### src/rtl/data_mem_ctrl_if.sv
// Requester-side bus of data_mem_ctrl: one instance per requester (A and B).
// The requester drives the master side; the controller sits on the slave side.
interface data_mem_ctrl_if #(
  parameter int ADDR_W = 8
) ();
  logic              req;
  logic              we;
  logic              size;
  logic [ADDR_W-1:0] addr;
  logic [31:0]       wdata;
  logic              ack;
  logic              err;
  logic [31:0]       rdata;

  modport master (output req, we, size, addr, wdata, input ack, err, rdata);
  modport slave  (input req, we, size, addr, wdata, output ack, err, rdata);
endinterface

### src/rtl/data_mem_ctrl.sv
// Round-robin arbiter/sequencer for a byte-wide RAM shared by two requesters.
// Word accesses are split into four big-endian byte beats; one transaction in flight.
module data_mem_ctrl #(
  parameter int ADDR_W          = 8,
  parameter bit ERR_ON_MISALIGN = 1'b1
) (
  input  logic              clk,
  input  logic              reset_n,
  data_mem_ctrl_if.slave    a,
  data_mem_ctrl_if.slave    b,
  output logic              ram_en,
  output logic              ram_rw,
  output logic [ADDR_W-1:0] ram_addr,
  output logic [7:0]        ram_din,
  input  logic [7:0]        ram_dout,
  output logic              busy,
  output logic              grant
);

  typedef enum logic [1:0] {IDLE, BEAT, DONE} state_t;

  state_t            state_q, state_d;
  logic [1:0]        cnt_q;
  logic              grant_q;
  logic              we_q;
  logic              size_q;
  logic [ADDR_W-1:0] addr_q;
  logic              err_q;
  logic [31:0]       shreg_q;
  logic [31:0]       a_rdata_q, b_rdata_q;

  logic              start, pick_b;
  logic              we_sel, size_sel;
  logic [ADDR_W-1:0] addr_sel;
  logic [31:0]       wdata_sel;
  logic              misalign;
  logic [1:0]        last;
  logic [31:0]       rd_word;
  logic              ack;

  // Both requesting: serve the port that did not own the previous transaction.
  assign start     = a.req | b.req;
  assign pick_b    = b.req & (~a.req | ~grant_q);
  assign we_sel    = pick_b ? b.we    : a.we;
  assign size_sel  = pick_b ? b.size  : a.size;
  assign addr_sel  = pick_b ? b.addr  : a.addr;
  assign wdata_sel = pick_b ? b.wdata : a.wdata;
  assign misalign  = ERR_ON_MISALIGN && size_sel && (addr_sel[1:0] != 2'b00);

  assign last    = size_q ? 2'd3 : 2'd0;
  assign rd_word = size_q ? {shreg_q[23:0], ram_dout} : {24'b0, ram_dout};

  always_comb begin
    // NOTE: every output of this block gets a default first, so no path can infer a latch.
    state_d  = state_q;
    ram_en   = 1'b0;
    ram_rw   = 1'b0;
    ram_addr = '0;
    ram_din  = '0;
    ack      = 1'b0;
    case (state_q)
      IDLE: if (start) state_d = misalign ? DONE : BEAT;
      BEAT: begin
        ram_en   = 1'b1;
        ram_rw   = we_q;
        ram_addr = addr_q + ADDR_W'(cnt_q);
        ram_din  = shreg_q[31:24];
        if (cnt_q == last) state_d = DONE;
      end
      DONE: begin
        ack     = 1'b1;
        state_d = IDLE;
      end
      default: state_d = IDLE;
    endcase
  end

  // The shift register carries write bytes out of [31:24] and read bytes in at [7:0],
  // so after a word read it holds the big-endian assembled value.
  always_ff @(posedge clk or negedge reset_n) begin
    if (!reset_n) begin
      state_q   <= IDLE;
      cnt_q     <= '0;
      grant_q   <= 1'b1;
      we_q      <= 1'b0;
      size_q    <= 1'b0;
      addr_q    <= '0;
      err_q     <= 1'b0;
      shreg_q   <= '0;
      a_rdata_q <= '0;
      b_rdata_q <= '0;
    end else begin
      // NOTE: state is updated with non-blocking assignments so every register sees pre-edge values.
      state_q <= state_d;
      case (state_q)
        IDLE: if (start) begin
          grant_q <= pick_b;
          we_q    <= we_sel;
          size_q  <= size_sel;
          addr_q  <= size_sel ? {addr_sel[ADDR_W-1:2], 2'b00} : addr_sel;
          err_q   <= misalign;
          cnt_q   <= '0;
          shreg_q <= size_sel ? wdata_sel : {wdata_sel[7:0], 24'b0};
        end
        BEAT: begin
          cnt_q   <= cnt_q + 2'd1;
          shreg_q <= {shreg_q[23:0], ram_dout};
          if (cnt_q == last && !we_q) begin
            if (grant_q) b_rdata_q <= rd_word;
            else         a_rdata_q <= rd_word;
          end
        end
        default: ;
      endcase
    end
  end

  assign a.ack   = ack & ~grant_q;
  assign b.ack   = ack &  grant_q;
  assign a.err   = a.ack & err_q;
  assign b.err   = b.ack & err_q;
  assign a.rdata = a_rdata_q;
  assign b.rdata = b_rdata_q;
  assign busy    = (state_q != IDLE);
  assign grant   = grant_q;

endmodule

### src/flat_wrapper.sv
// flat-port wrapper written by rule: the top's interface ports become plain ports
module data_mem_ctrl_flat 
#(
  parameter int ADDR_W          = 8,
  parameter bit ERR_ON_MISALIGN = 1'b1
)
  (clk, reset_n, ram_en, ram_rw, ram_addr, ram_din, ram_dout, busy, grant, a_req, a_we, a_size, a_addr, a_wdata, a_ack, a_err, a_rdata, b_req, b_we, b_size, b_addr, b_wdata, b_ack, b_err, b_rdata);
  data_mem_ctrl_if #(.ADDR_W(ADDR_W)) a_i ();
  data_mem_ctrl_if #(.ADDR_W(ADDR_W)) b_i ();
  input  logic clk;
  input  logic reset_n;
  output logic ram_en;
  output logic ram_rw;
  output logic [ADDR_W-1:0] ram_addr;
  output logic [7:0] ram_din;
  input  logic [7:0] ram_dout;
  output logic busy;
  output logic grant;
  input wire logic [$bits(a_i.req)-1:0] a_req;
  input wire logic [$bits(a_i.we)-1:0] a_we;
  input wire logic [$bits(a_i.size)-1:0] a_size;
  input wire logic [$bits(a_i.addr)-1:0] a_addr;
  input wire logic [$bits(a_i.wdata)-1:0] a_wdata;
  output wire logic [$bits(a_i.ack)-1:0] a_ack;
  output wire logic [$bits(a_i.err)-1:0] a_err;
  output wire logic [$bits(a_i.rdata)-1:0] a_rdata;
  input wire logic [$bits(b_i.req)-1:0] b_req;
  input wire logic [$bits(b_i.we)-1:0] b_we;
  input wire logic [$bits(b_i.size)-1:0] b_size;
  input wire logic [$bits(b_i.addr)-1:0] b_addr;
  input wire logic [$bits(b_i.wdata)-1:0] b_wdata;
  output wire logic [$bits(b_i.ack)-1:0] b_ack;
  output wire logic [$bits(b_i.err)-1:0] b_err;
  output wire logic [$bits(b_i.rdata)-1:0] b_rdata;
  assign a_i.req = a_req;
  assign a_i.we = a_we;
  assign a_i.size = a_size;
  assign a_i.addr = a_addr;
  assign a_i.wdata = a_wdata;
  assign a_ack = a_i.ack;
  assign a_err = a_i.err;
  assign a_rdata = a_i.rdata;
  assign b_i.req = b_req;
  assign b_i.we = b_we;
  assign b_i.size = b_size;
  assign b_i.addr = b_addr;
  assign b_i.wdata = b_wdata;
  assign b_ack = b_i.ack;
  assign b_err = b_i.err;
  assign b_rdata = b_i.rdata;
  data_mem_ctrl #(.ADDR_W(ADDR_W), .ERR_ON_MISALIGN(ERR_ON_MISALIGN)) u_core (.clk(clk), .reset_n(reset_n), .a(a_i), .b(b_i), .ram_en(ram_en), .ram_rw(ram_rw), .ram_addr(ram_addr), .ram_din(ram_din), .ram_dout(ram_dout), .busy(busy), .grant(grant));
endmodule
### config.mk
export PLATFORM = sky130hd
export DESIGN_NAME = data_mem_ctrl_flat
export DESIGN_NICKNAME = d
export VERILOG_FILES = /design/src/rtl/data_mem_ctrl_if.sv /design/src/rtl/data_mem_ctrl.sv /design/src/flat_wrapper.sv
export SDC_FILE = /design/constraint.sdc
export NUM_CORES = 1
export LEC_CHECK = 0
export BUFFER_PORTS_ARGS = -buffer_cell sky130_fd_sc_hd__clkbuf_2
export CAP_MARGIN = 10
export CORE_MARGIN = 2
export CORE_UTILIZATION = 25
export CTS_BUF_LIST = sky130_fd_sc_hd__clkbuf_4 sky130_fd_sc_hd__clkbuf_8
export DETAILED_ROUTE_END_ITERATION = 8
export PLACE_DENSITY_LB_ADDON = 0.25
export SETUP_SLACK_MARGIN = 0.02
export SYNTH_ARGS = -nofsm -noshare
export SYNTH_HDL_FRONTEND = slang
export SYNTH_SLANG_ARGS = --single-unit
### constraint.sdc
create_clock -name clk -period 2 [get_ports clk]
set_input_delay 0.4 -clock clk [delete_from_list [all_inputs] [get_ports clk]]
set_output_delay 0.4 -clock clk [all_outputs]
set_load 0.01 [all_outputs]
# Yosys cells after proc, flatten, opt, wreduce, memory -nomap -nowiden
# Index checks and enable logic that the tools add are counted.
# word_totals
ff_bits,112
in_bits,96
out_inout_bits,88
# classes
addsub,2
eq_ne,5
n_mux,21
bitwise,9
n_reduce_logical,12
# op_table
cell,n
32-bit two-way mux,4
32-bit one-hot mux with 2 select lines,1
8-bit two-way mux,3
2-bit two-way mux,6
8-bit by 2-bit adder with 8-bit output,1
2-bit one-hot mux with 2 select lines,2
2-bit AND reduction,3
3-bit AND reduction,2
2-bit nonzero test,3
1-bit AND,5
1-bit two-way mux,5
2-bit by 1-bit inequality test with 1-bit output (second input constant),2
2-bit by 1-bit adder with 2-bit output (second input constant),1
2-bit by 1-bit == test with 1-bit output (second input constant),1
2-bit == test,1
2-bit == test (second input constant),1
1-bit logical AND,2
2-bit zero test,1
1-bit NOT,2
1-bit OR,2
1-bit zero test,1

# Depth between registers and ports, before layout
# Gate-level depths: netlist of run 1.
# logic_depth
word_depth,9
depth_mapped,6
depth_no_buf,5

# Worst setup path after synthesis of run 1
# No wires, ideal clock.
# synth_timing
kind,reg-to-reg
from,reg u_core.size_q
to,"reg u_core.a_rdata_q[2], in the netlist u_core.a.rdata[2]"
setup_ns,0.125
arrival_ns,1.877
slack_ns,-0.002
stages_incl_launch_ff,5
n_path_buf,1
synth_period_minus_slack_ns,2.002
path_cell_list,dfrtp_1 or3_4 a2111oi_4 buf_6 mux2_2
# synth_between
elab_chain_cells,4
# synth_lines
element,line,source
"start, declared",data_mem_ctrl.sv:26,logic size_q;
"start signal, assigned",data_mem_ctrl.sv:99,size_q <= size_sel;
2-bit two-way mux,data_mem_ctrl.sv:50,assign last = size_q ? 2'd3 : 2'd0;
2-bit == test,data_mem_ctrl.sv:108,if (cnt_q == last && !we_q) begin
1-bit logical AND,data_mem_ctrl.sv:108,
3-bit AND reduction (no source line),--,
"end signal, assigned",data_mem_ctrl.sv:110,else a_rdata_q <= rd_word;
"end, declared",data_mem_ctrl.sv:30,"logic [31:0] a_rdata_q, b_rdata_q;"
# Every way passes these cells.
# A chain may end at the register's enable or synchronous reset.

# Worst setup path after layout of run 1
# layout_timing
from,reg u_core.addr_q[0]
to,out ram_addr[4]
# layout_between
elab_chain_cells,2
# layout_lines
element,line,source
"start, declared",data_mem_ctrl.sv:27,logic [ADDR_W-1:0] addr_q;
"start signal, assigned",data_mem_ctrl.sv:100,"addr_q <= size_sel ? {addr_sel[ADDR_W-1:2], 2'b00} : addr_sel;"
8-bit by 2-bit adder with 8-bit output,data_mem_ctrl.sv:66,ram_addr = addr_q + ADDR_W'(cnt_q);
8-bit two-way mux,data_mem_ctrl.sv:61,case (state_q)
"end, declared",flat_wrapper.sv:14,output logic [ADDR_W-1:0] ram_addr;
# Every way passes these cells.

==> metrics.md, run 1 <==
| Metric | Value |
|---|---|
| Outcome | finished with violations |
| Failing checks | negative setup slack |
| Primary FF master, synth | dfrtp_1 |
| Die area | 0.0238 mm2 |
| Starting Density | 25.2% |
| Top Ports | 184 |
| Filler instances | 2348 |
| Placer Congestion | 0.792 |
| Ys Warns | 0 |
| Largest net degree at the start of global routing | 113 |
| Post-DRT Antenna Nets | 0 |
| Nets | 815 |
| Commonest non-fill, non-tap cell in the layout | clkbuf_2 |
| CP required | 1.60 ns |
| Post-route design area | 0.00790 mm2 |
| Placed Area | 0.00703 mm2 |
| Leakage power total | 3.76 nW |
| Final setup fails | 71 |
| Critical path startpoint | u_core.addr_q[0]$_DFFE_PN0P_ |
| Hold_ws | 0.0352 ns |
| Slew Limit Fails | 0 |
| Crit Path Category | reg2out |
| Final min period | 2.30 ns |
| Router iterations before antenna repair | 5 |
| EDFF count, synth | 0 |
| Clk slew on worst S/H paths | 0.13 ns |
| Synth area leader | dfrtp_1 |
| Worst Tran Pin Value | 0.665 ns |
| Most frequent cells in the layout | clkbuf_2 (176), dfrtp_1 (109), mux2_4 (64) |
| Port-buffer cells | 183 |
| Core Rows | 55 |
| Total track usage | 16.8% |
| Syn nets | 607 |
| Mean post-synth cell area | 11.1 um2 |
| Synth cell types | 37 |
| Die W | 154 um |
| Vias in the first global route | 5109 |
| Cts hold-fix bufs | 0 |
| #FFs+latches synth | 112 |
| Crit. End Element | primary output |
| Hold Fails Final Rpt | 0 |
| Clock latency on the worst-skew pair | 0.41 ns |
| Total wire length | 20400 um |
| # clock sinks | 112 |
| Antenna Cells | 0 |
| Top-area cell type share of the netlist area | 49.1% |
| CTS Buf Count | 9 |
| Via count of the routed design | 4881 |
| Share of cells above drive strength 1 | 48.8% |
| Peak Freq | 435 MHz |
| Initial antenna violation count | 0 |
| Max cap viols | 0 |
| Final period util | 115% |
| Wire per inst | 20.3 um |
| Crit path max fanout | 3 |
| Reg2reg start | u_core.cnt_q[1]$_DFFE_PN0P_ |
| Syn Inst Count | 508 |
| Class of the worst hold path | in2async |
| Synth area leaders | dfrtp_1 (49%), mux2_2 (12%), mux2i_1 (6.4%) |
| Async set or reset register ratio after synthesis | 100% |
| Post-DP HPWL | 13900 um |
| CTS tree | done |
| Syn Std Cell Area | 0.00565 mm2 |
| Rel. slew slack | 55.7% |
| Max clock buf depth | 2 |
| First-pass GRT wire length | 30400 um |
| WP data arrival | 1.90 ns |
| PD cells | 1410 mW/mm2 |
| Startpoint types | flop |
| Post-DR vias/cell | 4.85 |
| Pre-CTS WS | -0.0372 ns |
| DIE HEIGHT | 154 um |
| Gr ovfl total | 0 |
| Final worst slack | -0.297 ns |
| # DRC | 0 |
| Clock skew | 0.0195 ns |
| Root Driver | clkbuf_8 |
| CORE AREA | 0.0224 mm2 |
| H-tree depth | 3 |
| RSZ-0062 raised after global routing | yes |
| Max VDD drop | 594 uV |
| Syn-to-layout area delta | 39.8% |
| DR iter-0 viols | 206 |
| Sequential-to-total area share from yosys stat | 49.6% |
sequential cells by signal (all words and copies together), names as in the netlist:
signal and flops:
u_core.a.rdata 32, u_core.addr_q 8, u_core.b.rdata 32, u_core.cnt_q 2, u_core.err_q 1, u_core.grant 1
u_core.shreg_q 32, u_core.size_q 1, u_core.state_q 2, u_core.we_q 1
report_power, final:
| group | switching, mW | leakage (nW) | internal [mW] |
|---|---|---|---|
| clock network | 0.903 | 0.0996 | 0.502 |
| registers | 0.840 | 1.40 | 3.30 |
| logic | 2.68 | 2.26 | 2.92 |
synthesized netlist by cell type, types with 5 or more instances:
cell,n
dfrtp_1,111
mux2_2,61
nand3_1,51
and2_1,38
mux2i_1,36
clkbuf_1,32
a21oi_1,29
nor2_1,28
o21ai_0,28
a311oi_1,24
nand2b_1,9
o221a_2,8
buf_6,6
nor2b_1,5
stage by stage:
step	TNS, ns	util, %	total power [mW]	instances
after floorplan	0	-	6.70	508
after global placement	-0.148	31.3	8.75	965
after detailed placement	-0.583	31.3	8.79	965
after CTS	-13.09	34.1	10.9	995
after global routing	-17.95	35.2	11.9	1006
final	-12.11	35.2	11.2	1006
layer usage:
metal / vias to the layer above / part of all wire, % / GRT usage (%)
li1: 2261 / - / -
met4: 0 / 1.9 / 5.03
met2: 165 / 45 / 26.1
met3: 24 / 7.3 / 4.15
met5: - / 0 / 0
met1: 2431 / 45 / 23.2
timing repair:
action,CTS,global route
resized for setup,72,42
setup endpoints to repair,65,82
pin swaps,11,5
buffers inserted,10,10
cloned,4,4
hold endpoints to repair,0,0
critical path: stages (launching register included):
cell and delay (ns):
dfrtp_1 0.45, ha_4 0.19, fa_2 0.39, nand3_1 0.11, xor2_1 0.17, nor2_1 0.06, clkbuf_2 0.12
logic make-up after synthesis:
logic type	count (synthesis)	share of synthesized area [%]
mux	101	19.3
fa+ha+maj	3	0.797
xor+xnor	2	0.310
simple gates	146	13.8
flops	112	49.6
buf+inv	47	4.01
compound gates	97	12.2
final timing paths:
check,cells past startpoint,slack [ns],end
setup / recovery,6,-0.30,ram_addr[4]
hold / removal,2,0.04,u_core.b.rdata[3]$_DFFE_PN0P_
setup reg to reg,7,-0.20,u_core.b.rdata[29]$_DFFE_PN0P_
hold reg to reg,1,0.53,u_core.b.rdata[24]$_DFFE_PN0P_
max in group asynchronous,2,1.43,u_core.shreg_q[16]$_DFFE_PN0P_
min in group clk,3,0.26,u_core.shreg_q[13]$_DFFE_PN0P_
final cells by class:
| type | count | area (um2) | share of cell area [%] |
|---|---|---|---|
| repair buffers | 239 | 1590 | 20.1 |
| clock buffers | 10 | 131 | 1.66 |
| clock inverters | 6 | 62.6 | 0.792 |
| well taps | 285 | 357 | 4.51 |
| inverters | 5 | 22.5 | 0.285 |
| multi-input cells | 349 | 2930 | 37.1 |
| flip-flops and latches | 112 | 2810 | 35.5 |
No activity file was read; power rests on OpenSTA's default activity.
==> inputs of run 2 (changes only) <==
--- a/config.mk
+++ b/config.mk
@@ -5,13 +5,13 @@
 export SDC_FILE = /design/constraint.sdc
 export NUM_CORES = 1
 export LEC_CHECK = 0
-export BUFFER_PORTS_ARGS = -buffer_cell sky130_fd_sc_hd__clkbuf_2
+export BUFFER_PORTS_ARGS = -buffer_cell sky130_fd_sc_hd__buf_4
 export CAP_MARGIN = 10
 export CORE_MARGIN = 2
 export CORE_UTILIZATION = 25
 export CTS_BUF_LIST = sky130_fd_sc_hd__clkbuf_4 sky130_fd_sc_hd__clkbuf_8
 export DETAILED_ROUTE_END_ITERATION = 8
-export PLACE_DENSITY_LB_ADDON = 0.25
+export PLACE_DENSITY = 0.54
 export SETUP_SLACK_MARGIN = 0.02
 export SYNTH_ARGS = -nofsm -noshare
 export SYNTH_HDL_FRONTEND = slang
==> run 2 against run 1 <==
Net effect: the run still ends with negative setup slack left; first-iteration DRC count grew 32%; via count is 0.12% lower; clock-buffer cell count decreased by 1; maximum frequency up 0.67%; global-route usage shrank 0.31 points; clock skew is 0.012 ns lower; sequential power about the same; clock power up 3%; flip-flop and latch count stayed put; total power rose by 4.5%; hold slack improved by 0.22 ns; highest routed layer unchanged.
==> metrics.md, run 2 (synthesis gave the netlist of run 1 again) <==
| Metric | Value |
|---|---|
| Clock latency on the worst-skew pair | 0.39 ns (was 0.41 ns) |
| Gr ovfl total | 0 (unchanged) |
| Outcome | finished with violations (unchanged) |
| Crit path max fanout | 3 (unchanged) |
| Port-buffer cells | 183 (unchanged) |
| Peak Freq | 438 MHz (was 435 MHz) |
| CTS Buf Count | 9 (unchanged) |
| CORE AREA | 0.0224 mm2 (unchanged) |
| CP max stage delay | 0.41 ns (was 0.45 ns) |
| Switching share of power | 37.8% (was 39.7%) |
| Internal power | 7.24 mW (was 6.73 mW) |
| Crit. End Element | primary output (unchanged) |
| Die area | 0.0238 mm2 (unchanged) |
| Final worst slack | -0.281 ns (was -0.297 ns) |
| Most frequent cells in the layout | buf_4 (208), dfrtp_1 (110), nand3_1 (50) (was clkbuf_2 (176), dfrtp_1 (109), mux2_4 (64)) |
| Most frequent cell on the critical path | buf_6 |
| Slew Limit Fails | 0 (unchanged) |
| Reg area | 0.00281 mm2 (about the same) |
| First-pass GRT wire length | 29900 um (was 30400 um) |
| Via count of the routed design | 4875 (was 4881) |
| WP data arrival | 1.88 ns (was 1.90 ns) |
| CP bufs+invs | 3 (was 1) |
| Startpoint types | flop (unchanged) |
| Crit-path slowest cell | dfrtp_1 (unchanged) |
| Clock power share | 12.3% (was 12.6%) |
| Nets | 818 (was 815) |
| DIE HEIGHT | 154 um (unchanged) |
| H-tree depth | 3 (unchanged) |
| Syn-to-layout area delta | 47.0% (was 39.8%) |
| Final period util | 114% (was 115%) |
| Rel. slew slack | 70.5% (was 55.7%) |
| R2R cell count | 8 (was 7) |
| CTS tree | done (unchanged) |
| Multi-input combinational cell area | 0.00287 mm2 (was 0.00293 mm2) |
| RSZ-0062 raised after global routing | yes (unchanged) |
| Class of the worst hold path | in2reg (was in2async) |
| Root Driver | clkbuf_8 (unchanged) |
| DR iter-0 viols | 271 (was 206) |
| Final min period | 2.28 ns (was 2.30 ns) |
| Clock skew | 0.00716 ns (was 0.0195 ns) |
| Failing checks | negative setup slack (unchanged) |
| CP Depth | 7 (was 6) |
| Total track usage | 16.5% (was 16.8%) |
| Worst hold path cell count | 2 |
| CP required | 1.60 ns (about the same) |
| Dominant delay contributor by cell family on the critical path | flip-flops (was adder cells) |
| # DRC | 0 (unchanged) |
| Post-DP HPWL | 14000 um (was 13900 um) |
| Final setup fails | 71 (unchanged) |
| NetSw | 4.41 mW (was 4.42 mW) |
| Top Ports | 184 (unchanged) |
| Tot Pwr | 11.7 mW (was 11.2 mW) |
| Post-DRT Antenna Nets | 0 (unchanged) |
| Commonest non-fill, non-tap cell in the layout | buf_4 (was clkbuf_2) |
| Placer Congestion | 0.745 (was 0.792) |
| Die W | 154 um (unchanged) |
| Max cap viols | 0 (unchanged) |
| # clock sinks | 112 (unchanged) |
| Total wire length | 20000 um (was 20400 um) |
| Filler instances | 2309 (was 2348) |
| Max clock buf depth | 2 (unchanged) |
| Starting Density | 25.2% (unchanged) |
| Post-DR vias/cell | 4.84 (was 4.85) |
| Seq pwr share | 35.6% (was 37.2%) |
| Wire per inst | 19.9 um (was 20.3 um) |
| Share of cells above drive strength 1 | 50.6% (was 48.8%) |
| Placed cells | 966 (was 965) |
| Clk slew on worst S/H paths | 0.11 ns (was 0.13 ns) |
| Max VDD drop | 528 uV (was 594 uV) |
| PD cells | 1400 mW/mm2 (was 1410 mW/mm2) |
| Worst Tran Pin Value | 0.430 ns (was 0.665 ns) |
| Setup Total Neg Slack | -18.12 ns (was -12.11 ns) |
| Hold Fails Final Rpt | 0 (unchanged) |
| Vias in the first global route | 4935 (was 5109) |
| Leakage power total | 3.85 nW (was 3.76 nW) |
| Largest net degree at the start of global routing | 54 (was 113) |
| Router iterations before antenna repair | 4 (was 5) |
| Comb power frac | 52.1% (was 50.3%) |
| Initial antenna violation count | 0 (unchanged) |
| Antenna Cells | 0 (unchanged) |
| Crit Path Category | reg2out (unchanged) |
| Critical-path cell list | buf_6 -> buf_6 -> fa_2 -> nand3_2 -> xor2_1 -> nor2_1 -> buf_4 (was ha_4 -> fa_2 -> nand3_1 -> xor2_1 -> nor2_1 -> clkbuf_2) |
| Non-filler cells, final | 1008 (was 1006) |
| Core Rows | 55 (unchanged) |
-- run 2: cell count changes in the layout (fill, tap and decap cells not counted), sizes merged, moves of 2 or more --
cell      delta
buf        +179
clkbuf     -178
clkinvlp     +3
clkinv       -2
inv          -2
-- run 2: repair_timing --
item	4_1_cts	5_1_grt
pin swaps	10	14
cloned	1	2
endpoints found under the hold margin	24	0
endpoints found under the setup margin	85	85
hold buffers	1	0
gates resized for setup	38	57
buffers inserted	11	12
-- run 2: power by group through the flow --
stage / logic (mW) / clock network (mW) / registers (mW)
finish: 6.07 / 1.44 / 4.14
detailed placement: 5.06 / 0 / 4.16
CTS: 5.51 / 1.50 / 4.13
floorplan: 2.55 / 0 / 4.15
global route: 6.56 / 1.60 / 4.29
global placement: 5.01 / 0 / 4.17
-- run 2: worst register-to-register path: cells and delay by family (launching register included) --
family | cells | cell delay, ns
muxes | 1 | 0.31
and+or+nand+nor | 1 | 0.37
AOI/OAI and AO/OA | 1 | 0.31
buffers and inverters | 5 | 0.78
DFF | 1 | 0.41
-- run 2: final cells by class --
class | instances | area share [%]
Timing Repair Buffer | 242 | 24.6
Clock inverter | 6 | 0.964
Inverter | 5 | 0.316
Clock buffer | 9 | 1.49
Multi-Input combinational cell | 349 | 34.6
Sequential cell | 112 | 33.8
Tap cell | 285 | 4.29
-- run 2: per-layer routing --
metal | GRT usage, % | routed length [um] | share of wire [%]
met1 | 22.5 | 9120 | 46
met2 | 26.8 | 9750 | 49
met3 | 3.28 | 846 | 4.2
met4 | 4.32 | 308 | 1.5
met5 | 0 | 0 | 0
-- run 2: worst paths after layout --
path	start	endpoint	slack, ns
worst min-delay path	ram_dout[6]	u_core.a.rdata[6]$_DFFE_PN0P_	0.25
worst max-delay path	u_core.cnt_q[1]$_DFFE_PN0P_	ram_addr[4]	-0.28
max in group asynchronous	reset_n	u_core.grant$_DFFE_PN1P_	0.84
min in group asynchronous	reset_n	u_core.b.rdata[23]$_DFFE_PN0P_	0.47
worst min register to register	u_core.b.rdata[16]$_DFFE_PN0P_	u_core.b.rdata[16]$_DFFE_PN0P_	0.51
worst max register to register	u_core.cnt_q[1]$_DFFE_PN0P_	u_core.a.rdata[11]$_DFFE_PN0P_	-0.28
-- run 2: per-stage QoR --
step | cell area [um2] | util (%) | setup WS (ns) | hold WS, ns
after detailed placement | 7510 | 33.5 | -0.0333 | 0.356
after floorplan | 5650 | - | 0.0518 | 0.104
after global placement | 7510 | 33.5 | -0.0157 | 0.357
final | 8310 | 37.0 | -0.281 | 0.253
after global routing | 8310 | 37.0 | -0.387 | 0.222
after CTS | 7960 | 35.5 | -0.287 | 0.223
==> inputs of run 3 (changes only) <==
--- a/config.mk
+++ b/config.mk
@@ -8,11 +8,12 @@
 export BUFFER_PORTS_ARGS = -buffer_cell sky130_fd_sc_hd__buf_4
 export CAP_MARGIN = 10
 export CORE_MARGIN = 2
-export CORE_UTILIZATION = 25
+export CORE_UTILIZATION = 48
 export CTS_BUF_LIST = sky130_fd_sc_hd__clkbuf_4 sky130_fd_sc_hd__clkbuf_8
 export DETAILED_ROUTE_END_ITERATION = 8
-export PLACE_DENSITY = 0.54
+export PLACE_DENSITY = 0.86
 export SETUP_SLACK_MARGIN = 0.02
+export SKIP_LAST_GASP = 1
 export SYNTH_ARGS = -nofsm -noshare
 export SYNTH_HDL_FRONTEND = slang
 export SYNTH_SLANG_ARGS = --single-unit
==> run 3 against run 2 <==
Net effect: the flow still finishes with violations (negative setup slack); wire length fell by 4.4%; core utilization rose by 33 points; critical path type unchanged; first-iteration DRC count rose by 82%; via count rose by 5.3%; register-to-register slack improved by 0.05 ns; final area fell by 3.3%; critical path depth fell by 1; critical endpoint unchanged; die area fell by 47%; global-route usage rose by 12 points; clock power fell by 4%; flip-flop and latch count did not move; hold slack got worse by 0.20 ns.
==> metrics.md, run 3 (synthesis gave the netlist of run 1 again) <==
| Metric | Value |
|---|---|
| Outcome | finished with violations (unchanged) |
| Failing checks | negative setup slack (unchanged) |
| Clock skew | 0.0160 ns (was 0.00716 ns) |
| Startpoint types | flop (unchanged) |
| Tot Pwr | 11.5 mW (was 11.7 mW) |
| Vias in the first global route | 5211 (was 4935) |
| Worst R2R Setup Slack | -0.23 ns (was -0.28 ns) |
| Max clock buf depth | 2 (unchanged) |
| Crit. End Element | primary output (unchanged) |
| RSZ-0062 raised after global routing | yes (unchanged) |
| H-tree depth | 3 (unchanged) |
| Post-DP HPWL | 12300 um (was 14000 um) |
| Gr ovfl total | 0 (unchanged) |
| Crit-path slowest cell | dfrtp_1 (unchanged) |
| Class of the worst hold path | in2async (was in2reg) |
| NetSw | 4.39 mW (was 4.41 mW) |
| Final period util | 115% (was 114%) |
| Critical-path cell list | ha_4 -> fa_2 -> nand3_2 -> xor2_1 -> nor2_1 -> buf_4 (was buf_6 -> buf_6 -> fa_2 -> nand3_2 -> xor2_1 -> nor2_1 -> buf_4) |
| Clock latency on the worst-skew pair | 0.39 ns (about the same) |
| Peak Freq | 435 MHz (was 438 MHz) |
| Hold_ws | 0.0485 ns (was 0.253 ns) |
| Total track usage | 28.9% (was 16.5%) |
| Crit path max fanout | 3 (unchanged) |
| Clk slew on worst S/H paths | 0.10 ns (was 0.11 ns) |
| Largest net degree at the start of global routing | 113 (was 54) |
| Leakage power total | 3.78 nW (was 3.85 nW) |
| Worst flop-to-flop path endpoint | u_core.b.rdata[19]$_DFFE_PN0P_ (was u_core.a.rdata[11]$_DFFE_PN0P_) |
| Comb power frac | 51.7% (was 52.1%) |
| Crit Path Category | reg2out (unchanged) |
| Total wire length | 19100 um (was 20000 um) |
| Wire per inst | 22.4 um (was 19.9 um) |
| Core Rows | 39 (was 55) |
| Final setup fails | 71 (unchanged) |
| Most frequent cells in the layout | buf_4 (214), dfrtp_1 (108), mux2_4 (58) (was buf_4 (208), dfrtp_1 (110), nand3_1 (50)) |
| Max cap viols | 0 (unchanged) |
| CTS tree | done (unchanged) |
| Nets | 805 (was 818) |
| CP max stage delay | 0.44 ns (was 0.41 ns) |
| Filler instances | 822 (was 2309) |
| Via count of the routed design | 5132 (was 4875) |
| CP required | 1.60 ns (about the same) |
| CORE AREA | 0.0115 mm2 (was 0.0224 mm2) |
| Reg2reg start | u_core.cnt_q[1]$_DFFE_PN0P_ (unchanged) |
| Starting Density | 49.3% (was 25.2%) |
| # clock sinks | 112 (unchanged) |
| # DRC | 0 (unchanged) |
| PD cells | 1430 mW/mm2 (was 1400 mW/mm2) |
| Final min period | 2.30 ns (was 2.28 ns) |
| First-pass GRT wire length | 28300 um (was 29900 um) |
| Initial antenna violation count | 0 (unchanged) |
| Clock power share | 12.0% (was 12.3%) |
| Top Ports | 184 (unchanged) |
| WP data arrival | 1.90 ns (was 1.88 ns) |
| Switching share of power | 38.1% (was 37.8%) |
| Seq pwr share | 36.3% (was 35.6%) |
| Share of cells above drive strength 1 | 49.1% (was 50.6%) |
| Post-DR vias/cell | 6.01 (was 4.84) |
| DR iter-0 viols | 494 (was 271) |
| DIE HEIGHT | 113 um (was 154 um) |
| Hold Fails Final Rpt | 0 (unchanged) |
| Rel. slew slack | 59.5% (was 70.5%) |
| Commonest non-fill, non-tap cell in the layout | buf_4 (unchanged) |
| Placer Congestion | 0.824 (was 0.745) |
| Die W | 113 um (was 154 um) |
| Final worst slack | -0.301 ns (was -0.281 ns) |
| Max VDD drop | 1030 uV (was 528 uV) |
| Antenna Cells | 0 (unchanged) |
| Syn-to-layout area delta | 42.1% (was 47.0%) |
| Router iterations before antenna repair | 6 (was 4) |
| R2R cell count | 6 (was 8) |
| Worst Tran Pin Value | 0.607 ns (was 0.430 ns) |
| Root Driver | clkbuf_8 (unchanged) |
| Slew Limit Fails | 0 (unchanged) |
| CTS Buf Count | 9 (unchanged) |
| Post-DRT Antenna Nets | 0 (unchanged) |
| Internal power | 7.13 mW (was 7.24 mW) |
| Port-buffer cells | 183 (unchanged) |
| Die area | 0.0127 mm2 (was 0.0238 mm2) |
==> run 3: cell count changes in the layout (fill, tap and decap cells not counted), sizes merged <==
cell         change
dlygate4sd3      -1
clkinvlp         +2
buf             -11
inv              -2
==> run 3: final cells by class <==
type	instances	area [um2]	share of cell area [%]
repair buffers	228	1870	23.2
flip-flops and latches	112	2810	35.0
multi-input cells	349	2950	36.7
repair inverters	1	7.51	0.0935
clock inverters	5	57.6	0.717
clock buffers	11	139	1.73
inverters	5	22.5	0.280
well taps	143	179	2.23
==> run 3: power groups by stage <==
stage                     sequential, mW  clock (mW)  combinational (mW)
after floorplan                     4.15           0                2.55
after global placement              4.07           0                4.70
after detailed placement            4.13           0                4.91
after CTS                           4.09        1.40                5.39
after global routing                4.28        1.48                6.33
final                               4.18        1.38                5.95
==> run 3: critical path, delay by kind of cell (launching register included) <==
family,cells,cell delay (ns)
and+or+nand+nor,2,0.17
adders and majority gates,2,0.61
xor gates and xnor gates,1,0.16
DFF,1,0.44
buffers and inverters,1,0.14
==> run 3: what timing repair did <==
| item | in CTS | in global routing |
|---|---|---|
| pin swaps | 4 | 13 |
| setup buffers | 14 | 8 |
| endpoints found under the setup margin | 67 | 83 |
| gates resized for setup | 23 | 82 |
| hold buffers | 0 | 0 |
| cloned | 7 | 0 |
==> run 3: worst max-delay path by stage <==
stage,from,endpoint,slack [ns],cells past startpoint
6_report,u_core.addr_q[0]$_DFFE_PN0P_,ram_addr[4],-0.30,6
3_5_place_dp,u_core.cnt_q[1]$_DFFE_PN0P_,ram_addr[7],-0.004,5
3_3_place_gp,u_core.cnt_q[1]$_DFFE_PN0P_,ram_addr[7],0.01,5
5_1_grt,u_core.cnt_q[0]$_DFFE_PN0P_,ram_addr[4],-0.33,6
4_1_cts,u_core.addr_q[1]$_DFFE_PN0P_,ram_addr[4],-0.27,6
2_1_floorplan,u_core.size_q$_DFFE_PN0P_,u_core.a.rdata[2]$_DFFE_PN0P_,0.05,4
==> run 3: stage by stage <==
stage,std cells,util [%],setup TNS (ns),setup slack [ns],cell area [um2]
CTS,852,67.9,-8.59,-0.270,7790
global route,854,70.0,-14.38,-0.328,8030
floorplan,508,-,0,0.0518,5650
global placement,815,63.0,0,0.0144,7220
finish,854,70.0,-12.21,-0.301,8030
detailed placement,815,63.0,-0.00692,-0.00423,7220
==> run 3: layer usage <==
| metal | track usage [%] | share of wire (%) | up-vias |
|---|---|---|---|
| met5 | 0 | 0 | - |
| met4 | 10.4 | 2.5 | 0 |
| met3 | 7.45 | 9.8 | 49 |
| met2 | 47.5 | 49 | 335 |
| met1 | 37.4 | 38 | 2513 |
| li1 | - | - | 2235 |
